## src/rtl/uart_pkg.sv

```systemverilog
// Shared UART definitions: transmit/receive FSM state encoding and parity mode constants.
package uart_pkg;

  typedef enum logic [2:0] {
    ST_IDLE   = 3'd0,
    ST_START  = 3'd1,
    ST_DATA   = 3'd2,
    ST_PARITY = 3'd3,
    ST_STOP   = 3'd4
  } uart_state_t;

  // Parity mode select, as carried on parity_even_n.
  localparam logic PARITY_EVEN = 1'b0;
  localparam logic PARITY_ODD  = 1'b1;

endpackage

```

## src/rtl/uart_parity_gen.sv

```systemverilog
// Combinational parity over a data word; odd mode returns the complement of the XOR reduction.
module uart_parity_gen
  import uart_pkg::*;
#(
  parameter int WIDTH = 8
) (
  input  logic [WIDTH-1:0] data,
  input  logic             mode,
  output logic             parity
);

  assign parity = (^data) ^ (mode == PARITY_ODD);

endmodule

```

## src/rtl/uart_tx_serializer.sv

```systemverilog
// UART transmit serializer: start bit, LSB-first data, optional parity, one or two stop bits.
module uart_tx_serializer
  import uart_pkg::*;
#(
  parameter int DATA_BITS    = 8,
  parameter int CLKS_PER_BIT = 16
) (
  input  logic                 clk,
  input  logic                 rst,
  input  logic [DATA_BITS-1:0] tx_data,
  input  logic                 tx_valid,
  output logic                 tx_ready,
  input  logic                 parity_en,
  input  logic                 parity_even_n,
  input  logic                 stop2,
  output logic                 tx,
  output logic                 busy
);

  localparam int BAUD_W = $clog2(CLKS_PER_BIT);
  localparam int BIT_W  = $clog2(DATA_BITS);
  localparam logic [BAUD_W-1:0] BAUD_LAST = BAUD_W'(CLKS_PER_BIT - 1);
  localparam logic [BIT_W-1:0]  BIT_LAST  = BIT_W'(DATA_BITS - 1);

  uart_state_t          state, state_nxt;
  logic [BAUD_W-1:0]    baud_cnt, baud_nxt;
  logic [BIT_W-1:0]     bit_idx, bit_nxt, bit_inc;
  logic                 tx_nxt;
  logic                 accept;
  logic                 bit_end;
  logic                 parity_bit;

  logic [DATA_BITS-1:0] data_q;
  logic                 par_en_q;
  logic                 par_mode_q;
  logic                 stop2_q;

  assign tx_ready = (state == ST_IDLE);
  assign busy     = ~tx_ready;
  assign accept   = tx_valid & tx_ready;
  assign bit_end  = (baud_cnt == BAUD_LAST);
  assign bit_inc  = bit_idx + 1'b1;

  uart_parity_gen #(
    .WIDTH (DATA_BITS)
  ) u_parity (
    .data   (data_q),
    .mode   (par_mode_q),
    .parity (parity_bit)
  );

  // Frame holding registers: loaded only at acceptance, so they need no reset.
  always_ff @(posedge clk) begin
    if (accept) begin
      data_q     <= tx_data;
      par_en_q   <= parity_en;
      par_mode_q <= parity_even_n;
      stop2_q    <= stop2;
    end
  end

  always_ff @(posedge clk) begin
    if (rst) begin
      state    <= ST_IDLE;
      baud_cnt <= '0;
      bit_idx  <= '0;
      tx       <= 1'b1;
    end else begin
      state    <= state_nxt;
      baud_cnt <= baud_nxt;
      bit_idx  <= bit_nxt;
      tx       <= tx_nxt;
    end
  end

  // tx_nxt is the level for the next cycle, so tx changes on the same edge as the state.
  always_comb begin
    state_nxt = state;
    baud_nxt  = bit_end ? '0 : baud_cnt + 1'b1;
    bit_nxt   = bit_idx;
    tx_nxt    = tx;
    case (state)
      ST_IDLE: begin
        baud_nxt = '0;
        bit_nxt  = '0;
        tx_nxt   = 1'b1;
        if (accept) begin
          state_nxt = ST_START;
          tx_nxt    = 1'b0;
        end
      end
      ST_START: begin
        if (bit_end) begin
          state_nxt = ST_DATA;
          bit_nxt   = '0;
          tx_nxt    = data_q[0];
        end
      end
      ST_DATA: begin
        if (bit_end) begin
          if (bit_idx == BIT_LAST) begin
            bit_nxt = '0;
            if (par_en_q) begin
              state_nxt = ST_PARITY;
              tx_nxt    = parity_bit;
            end else begin
              state_nxt = ST_STOP;
              tx_nxt    = 1'b1;
            end
          end else begin
            bit_nxt = bit_inc;
            tx_nxt  = data_q[bit_inc];
          end
        end
      end
      ST_PARITY: begin
        if (bit_end) begin
          state_nxt = ST_STOP;
          bit_nxt   = '0;
          tx_nxt    = 1'b1;
        end
      end
      ST_STOP: begin
        tx_nxt = 1'b1;
        if (bit_end) begin
          // bit_idx counts stop bits already sent within this state.
          if (stop2_q && (bit_idx == '0)) begin
            bit_nxt = bit_inc;
          end else begin
            state_nxt = ST_IDLE;
            bit_nxt   = '0;
          end
        end
      end
      default: begin
        state_nxt = ST_IDLE;
        baud_nxt  = '0;
        bit_nxt   = '0;
        tx_nxt    = 1'b1;
      end
    endcase
  end

endmodule

```

## config.mk

```make
export PLATFORM = sky130hd
export DESIGN_NAME = uart_tx_serializer
export DESIGN_NICKNAME = d
export VERILOG_FILES = /design/src/rtl/uart_pkg.sv /design/src/rtl/uart_parity_gen.sv /design/src/rtl/uart_tx_serializer.sv
export SDC_FILE = /design/constraint.sdc
export NUM_CORES = 1
export LEC_CHECK = 0
export CORE_MARGIN = 2
export CORE_UTILIZATION = 69
export CTS_BUF_LIST = sky130_fd_sc_hd__clkbuf_4 sky130_fd_sc_hd__clkbuf_8
export DETAILED_ROUTE_END_ITERATION = 7
export DONT_BUFFER_PORTS = 1
export GPL_TIMING_DRIVEN = 0
export PLACE_DENSITY_LB_ADDON = 0.15
export SETUP_SLACK_MARGIN = 0.1
export SKIP_CTS_REPAIR_TIMING = 1
export SLEW_MARGIN = 10
export SYNTH_ARGS = -nofsm -noshare
export SYNTH_HDL_FRONTEND = slang
export SYNTH_HIERARCHICAL = 1
export SYNTH_SLANG_ARGS = --single-unit
```

## constraint.sdc

```tcl
create_clock -name clk -period 3.2 [get_ports clk]
set_input_delay 0.32 -clock clk [delete_from_list [all_inputs] [get_ports clk]]
set_output_delay 0.32 -clock clk [all_outputs]
set_load 0.05 [all_outputs]
```

==> summary.md, run 1 <==
| Metric | Value |
|---|---|
| Async S/R FF share, synth | `0%` |
| Max VDD drop | `between 0.3 and 0.4 mV` |
| Rel. slew slack | `approximately two thirds` |
| Post-synthesis register bit count | `22` |
| Max-cap violations | `0` |
| Global routing's busiest layer | `met2` |
| Total GRT Usage | `around a fifth` |
| Critical path type | `flip-flop to flip-flop` |
| Worst Setup Start Kind | `flip-flop` |
| Layout cells sized above 1 | `11.4%` |
| Port Buffer Count | `0` |
| Clk root buf | `clkbuf_4` |
| Met1 Use GR | `29.9%` |
| Fin. max-slew vios | `0` |
| Initial core utilization | `about three quarters` |
| TritonCTS Buffers | `3` |
| Fillers | `107` |
| First-pass GRT wire length | `around 3.0 mm` |
| Cell Area, Placed | `1140 sq um` |
| Final Hold Fails | `0` |
| Required @ worst endpoint | `3150 ps` |
| CTS tree | `yes` |
| Ys flop type | `edfxtp_1` |
| Row count | `14` |
| Share of the synthesized area in the top cell type | `29.5%` |
| Routed wire per std cell | `roughly 15 microns` |
| Final WL | `~1.8 mm` |
| Area of the multi-input gates | `523 sq um` |
| Achievable Freq | `between 0.4 and 0.5 GHz` |
| Crit path capture type | `flip-flop` |
| Final TNS setup | `0 ps` |
| GRT overflow | `0` |
| Hpwl dp | `around 1.4 mm` |
| Core area | `roughly 1500 sq um` |
| Vias in the first global route | `roughly 730` |
| DRC | `0` |
| Final Setup Violations | `0` |
| GR Util met2 | `a little over a third` |
| Design area | `around 1200 sq um` |
| CTS clk-pin slew, worst paths | `between 100 and 150 ps` |
| Nets | `124` |
| Sequential element share of the synthesized area | `approximately 50%` |
| Area grow syn2layout | `4.47%` |
| Clk Latency, worst-skew pair | `300 ps` |
| Post-synthesis adder-cell area fraction | `under 10%` |
| Mean area per synthesized cell | `around 11 sq um` |
| Status | `finished, final reports clean` |
| Syn nets | `119` |
| Synthesized area | `between 1000 and 1500 sq um` |
| EDFF count, synth | `11` |
| Via Count | `approximately 760` |
| Mapped Cells | `101` |
| RSZ-0062 raised after global routing | `no` |
| DRT Pass-1 Iters | `4` |
| XOR/XNOR share of the synthesized area | `8.94%` |
| Largest cells by area after synthesis | `edfxtp_1, dfxtp_1, ha_1` |
| 1st-iter DRT viols | `17` |
| Die width | `roughly 44 microns` |
| Hold Slack | `approximately 110 ps` |
| Clock tree buffer depth | `2` |
| H-tree depth | `1` |
| YS warnings | `6` |
| Num ports | `17` |
| Number of antenna violations at the first check in global routing | `0` |
| Final Wtd Congestion | `approximately 0.85` |
| Post-Synth Simple-Gate Area | `a little under a fifth` |
| Mux cell area share after synthesis | `5.92%` |
| Netlist cell types | `38` |
| Hold WC Path Type | `primary input to flip-flop` |
| Largest family of logic cells by synthesized area | `simple AND/OR/NAND/NOR gates` |
| Clk sink count | `22` |
| Largest net degree at the start of global routing | `13` |
| Period utilization | `64.1%` |
| Compound-Gate Fraction of Synth Area | `around 8.4%` |
| Met3 GRT Util | `2.86%` |
| Register Area | `approximately 550 sq um` |
| Worst clock skew | `slightly below 6 ps` |
| Die ar. | `roughly 2000 sq um` |
| Diodes inserted | `0` |
| Height of the die | `44.3 microns` |
| Slew @ Worst Pin | `approximately 510 ps` |
| Top cells by count, synth | `dfxtp_1, edfxtp_1, nor3_1, a21oi_1` |
| Post-DR vias/cell | `~6.3` |
| Area leader, netlist | `edfxtp_1` |
| Pleak | `between 0.4 and 0.5 nW` |
| Pwr per Cell Area | `508 nW/um^2` |
| Worst EP arrival | `around 2000 ps` |
| Worst-path maximum fanout | `11` |
| Fin crit period | `2050 ps` |
| Antenna Nets Post-Route | `0` |
## through the flow
step                      instances  utilization, %  setup WS [ps]  power, mW
after detailed placement        117            75.7           1150      0.470
after global routing            121            77.7           1050      0.619
after global placement          117            75.7           1170      0.467
after floorplan                 101               -           1300      0.451
final                           121            77.7           1150      0.595
after CTS                       121            77.7           1130      0.598
## layout by cell type (no fill, tap or decap), drive strengths merged, types with 2 or more instances in the layout
| cell type | synthesis | final |
|---|---|---|
| xor2 | 2 | 2 |
| a211oi | 2 | 2 |
| inv | 5 | 5 |
| buf | 3 | 3 |
| mux4 | 2 | 2 |
| nand2 | 5 | 5 |
| a21oi | 6 | 6 |
| nor2 | 2 | 2 |
| dfxtp | 11 | 11 |
| xnor2 | 6 | 6 |
| ha | 4 | 4 |
| and2 | 2 | 2 |
| nor4 | 2 | 2 |
| clkbuf | 2 | 6 |
| nand3 | 5 | 5 |
| nor3 | 7 | 7 |
| or3 | 2 | 2 |
| or4b | 2 | 2 |
| and3 | 3 | 3 |
| o31ai | 2 | 2 |
| edfxtp | 11 | 11 |
| o21ai | 4 | 4 |
## final timing paths
check                                  from     endpoint  slack, ps  depth (start not counted)
worst min-delay path             tx_data[5]    data_q[5]        110                          0
worst max-delay path               state[0]    data_q[0]       1150                          3
worst max register to register     state[0]    data_q[0]       1150                          3
worst min register to register  baud_cnt[0]  baud_cnt[0]        470                          1
## layer usage
layer  share of wire (%)  vias up
met2                  50       30
li1                    -      379
met3                 6.4        2
met5                   0        -
met4                0.76        0
met1                  43      352
## power by group
| part | switching, mW | internal [mW] | total (mW) |
|---|---|---|---|
| registers | 0.0217 | 0.319 | 0.341 |
| clock network | 0.0739 | 0.0570 | 0.131 |
| logic | 0.0692 | 0.0537 | 0.123 |
| total | 0.165 | 0.430 | 0.595 |
## flip-flops by register name (all words and copies together), names as in the netlist
signal and flops:
baud_cnt 4, bit_idx 3, data_q 8, par_en_q 1
par_mode_q 1, state 3, stop2_q 1, tx 1
## area by class of cell
| cell class | instances | area share (%) |
|---|---|---|
| Buffer | 5 | 2.35 |
| Clock buffer | 4 | 2.57 |
| Inverter | 5 | 1.60 |
| Multi-Input combinational cell | 69 | 44.7 |
| Sequential cell | 22 | 47.1 |
| Tap cell | 16 | 1.71 |
## critical path: stages (launching register included)
cell	delay (ps)
dfxtp_1	340
or3_4	480
inv_1	370
and2_1	510
## logic make-up after synthesis
logic type               after synthesis
AO/OA/AOI/OAI                         16
multiplexers                           4
AND/OR/NAND/NOR                       36
flip-flops                            22
adder cells (fa/ha/maj)                4
XOR/XNOR                               9
buffers and inverters                 10
Power figures use the tool's default switching activity.
==> run 2: changes to the inputs <==
Settings changed: CORE_UTILIZATION 69 to 64.
Clock period 3.2 ns to 2.03 ns, I/O delays scaled along.
==> run 2 against run 1 <==
Compared with the run above:
- count of clock-buffer cells in the layout is 1 lower
- global-route usage rose by 2.0 points
- flip-flop and latch count is the same
- via count up 11%
- utilization increased by 2.5 points
- critical path depth grew 3
- routed wire length increased by 21%
- maximum frequency increased by 8.7%
==> summary.md, run 2 (synthesis gave the netlist of run 1 again) <==
| Metric | Value |
|---|---|
| Number of antenna violations at the first check in global routing | `0` |
| Pleak | `about 0.47 nW` |
| Rel. slew slack | `around two thirds` |
| Hpwl dp | `1.50 mm` |
| Required @ worst endpoint | `2230 ps` |
| Critical path type | `flip-flop to flip-flop` |
| Vias in the first global route | `just over 700` |
| H-tree depth | `1` |
| Reg with most FFs | `data_q` |
| Clk root buf | `clkbuf_4` |
| Max FFs per register | `8` |
| Final TNS setup | `0 ps` |
| Diodes inserted | `0` |
| Total Power | `~1.1 mW` |
| Via Count | `850` |
| Max-cap violations | `0` |
| Layout Cells excl Fill | `roughly 130` |
| Die width | `roughly 46 microns` |
| Regs by FF count | `data_q (8), baud_cnt (4)` |
| Clock power frac | `a little under a third` |
| Final Hold Fails | `0` |
| Row count | `15` |
| CTS clk-pin slew, worst paths | `between 100 and 150 ps` |
| Most frequent cells in the layout | `edfxtp_1, dlygate4sd3_1, dfxtp_1` |
| CTS tree | `yes` |
| Max VDD drop | `0.726 mV` |
| Routed wire per std cell | `roughly 17 microns` |
| RSZ-0062 raised after global routing | `no` |
| Final Wtd Congestion | `between 0.8 and 0.9` |
| Worst-path maximum fanout | `4` |
| Core area | `approximately 1700 sq um` |
| Total GRT Usage | `about a quarter` |
| Combinational share of power | `between 20% and 30%` |
| Hold Slack | `roughly 280 ps` |
| Pint | `approximately 0.81 mW` |
| Crit path capture type | `flip-flop` |
| DRC | `0` |
| Worst clock skew | `approximately 2.6 ps` |
| Area grow syn2layout | `20.9%` |
| DRT Pass-1 Iters | `4` |
| Initial core utilization | `around 66%` |
| Clk Latency, worst-skew pair | `310 ps` |
| Worst Setup Start Kind | `flip-flop` |
| Layout cells sized above 1 | `16.2%` |
| Final core occ | `80.1%` |
| Clk sink count | `22` |
| Port Buffer Count | `0` |
| TritonCTS Buffers | `3` |
| Status | `finished, final reports clean` |
| Final Setup Violations | `0` |
| Num ports | `17` |
| Post-DR vias/cell | `around 6.3` |
| Nets | `136` |
| Achievable Freq | `approximately 0.53 GHz` |
| Fin crit period | `about 1900 ps` |
| Net Sw Power | `between 0.2 and 0.3 mW` |
| Final WL | `~2.2 mm` |
| Sequential share of power | `49.3%` |
| GRT overflow | `0` |
| Largest net degree at the start of global routing | `14` |
| Clock tree buffer depth | `2` |
| Fin. max-slew vios | `0` |
| Height of the die | `between 40 and 50 microns` |
| Period utilization | `92.9%` |
| Slew @ Worst Pin | `between 500 and 600 ps` |
| Placed cells | `about 120` |
| Worst EP arrival | `2090 ps` |
| First-pass GRT wire length | `3.34 mm` |
| Antenna Nets Post-Route | `0` |
| Pwr per Cell Area | `about 810 nW/um^2` |
| 1st-iter DRT viols | `17` |
| Die ar. | `around 2100 sq um` |
| Sw Ratio | `between 20% and 30%` |
| Hold WC Path Type | `primary input to flip-flop` |
## run 2: power by group through the flow
| stage | logic [mW] | registers, mW | clock network, mW |
|---|---|---|---|
| after detailed placement | 0.194 | 0.549 | 0 |
| final | 0.224 | 0.538 | 0.329 |
| after floorplan | 0.168 | 0.542 | 0 |
| after global routing | 0.241 | 0.541 | 0.351 |
| after CTS | 0.194 | 0.539 | 0.340 |
| after global placement | 0.190 | 0.547 | 0 |
## run 2: final cells by class
type                            count  area [sq um]
Inverter                            5          22.5
Sequential cell                    22           554
Timing Repair Buffer               12           118
Fill cell                         102           335
Buffer                              5          27.5
Multi-Input combinational cell     69           558
Clock inverter                      1          30.0
Clock buffer                        3          22.5
Tap cell                           17          21.3
## run 2: final timing paths
check / start / end / slack (ps) / depth (start not counted)
max: bit_idx[0] / tx / 140 / 6
min: tx_valid / state[0] / 280 / 4
max reg2reg: bit_idx[0] / tx / 140 / 6
min reg2reg: baud_cnt[0] / baud_cnt[0] / 470 / 1
## run 2: critical path, cell delays in order (launching register included)
cell	delay, ps
dfxtp_4	370
ha_2	200
ha_4	280
mux4_2	300
mux2_4	290
nor4_4	250
o31ai_1	90
## run 2: per-stage QoR
step	instance area, sq um	worst slack, ps
CTS	1190	-48.8
finish	1350	144
detailed placement	1140	-31.9
floorplan	1120	128
global placement	1140	10.2
global route	1350	103
## run 2: layer usage
| metal | track usage (%) | wire, microns | part of all wire, % | vias to the layer above |
|---|---|---|---|---|
| met5 | 0 | 0 | 0 | - |
| met4 | 6.86 | 39 | 1.7 | 0 |
| met3 | 7.14 | 75 | 3.4 | 6 |
| met2 | 37.5 | 1180 | 53 | 22 |
| met1 | 30.5 | 939 | 42 | 412 |
| li1 | - | - | - | 410 |
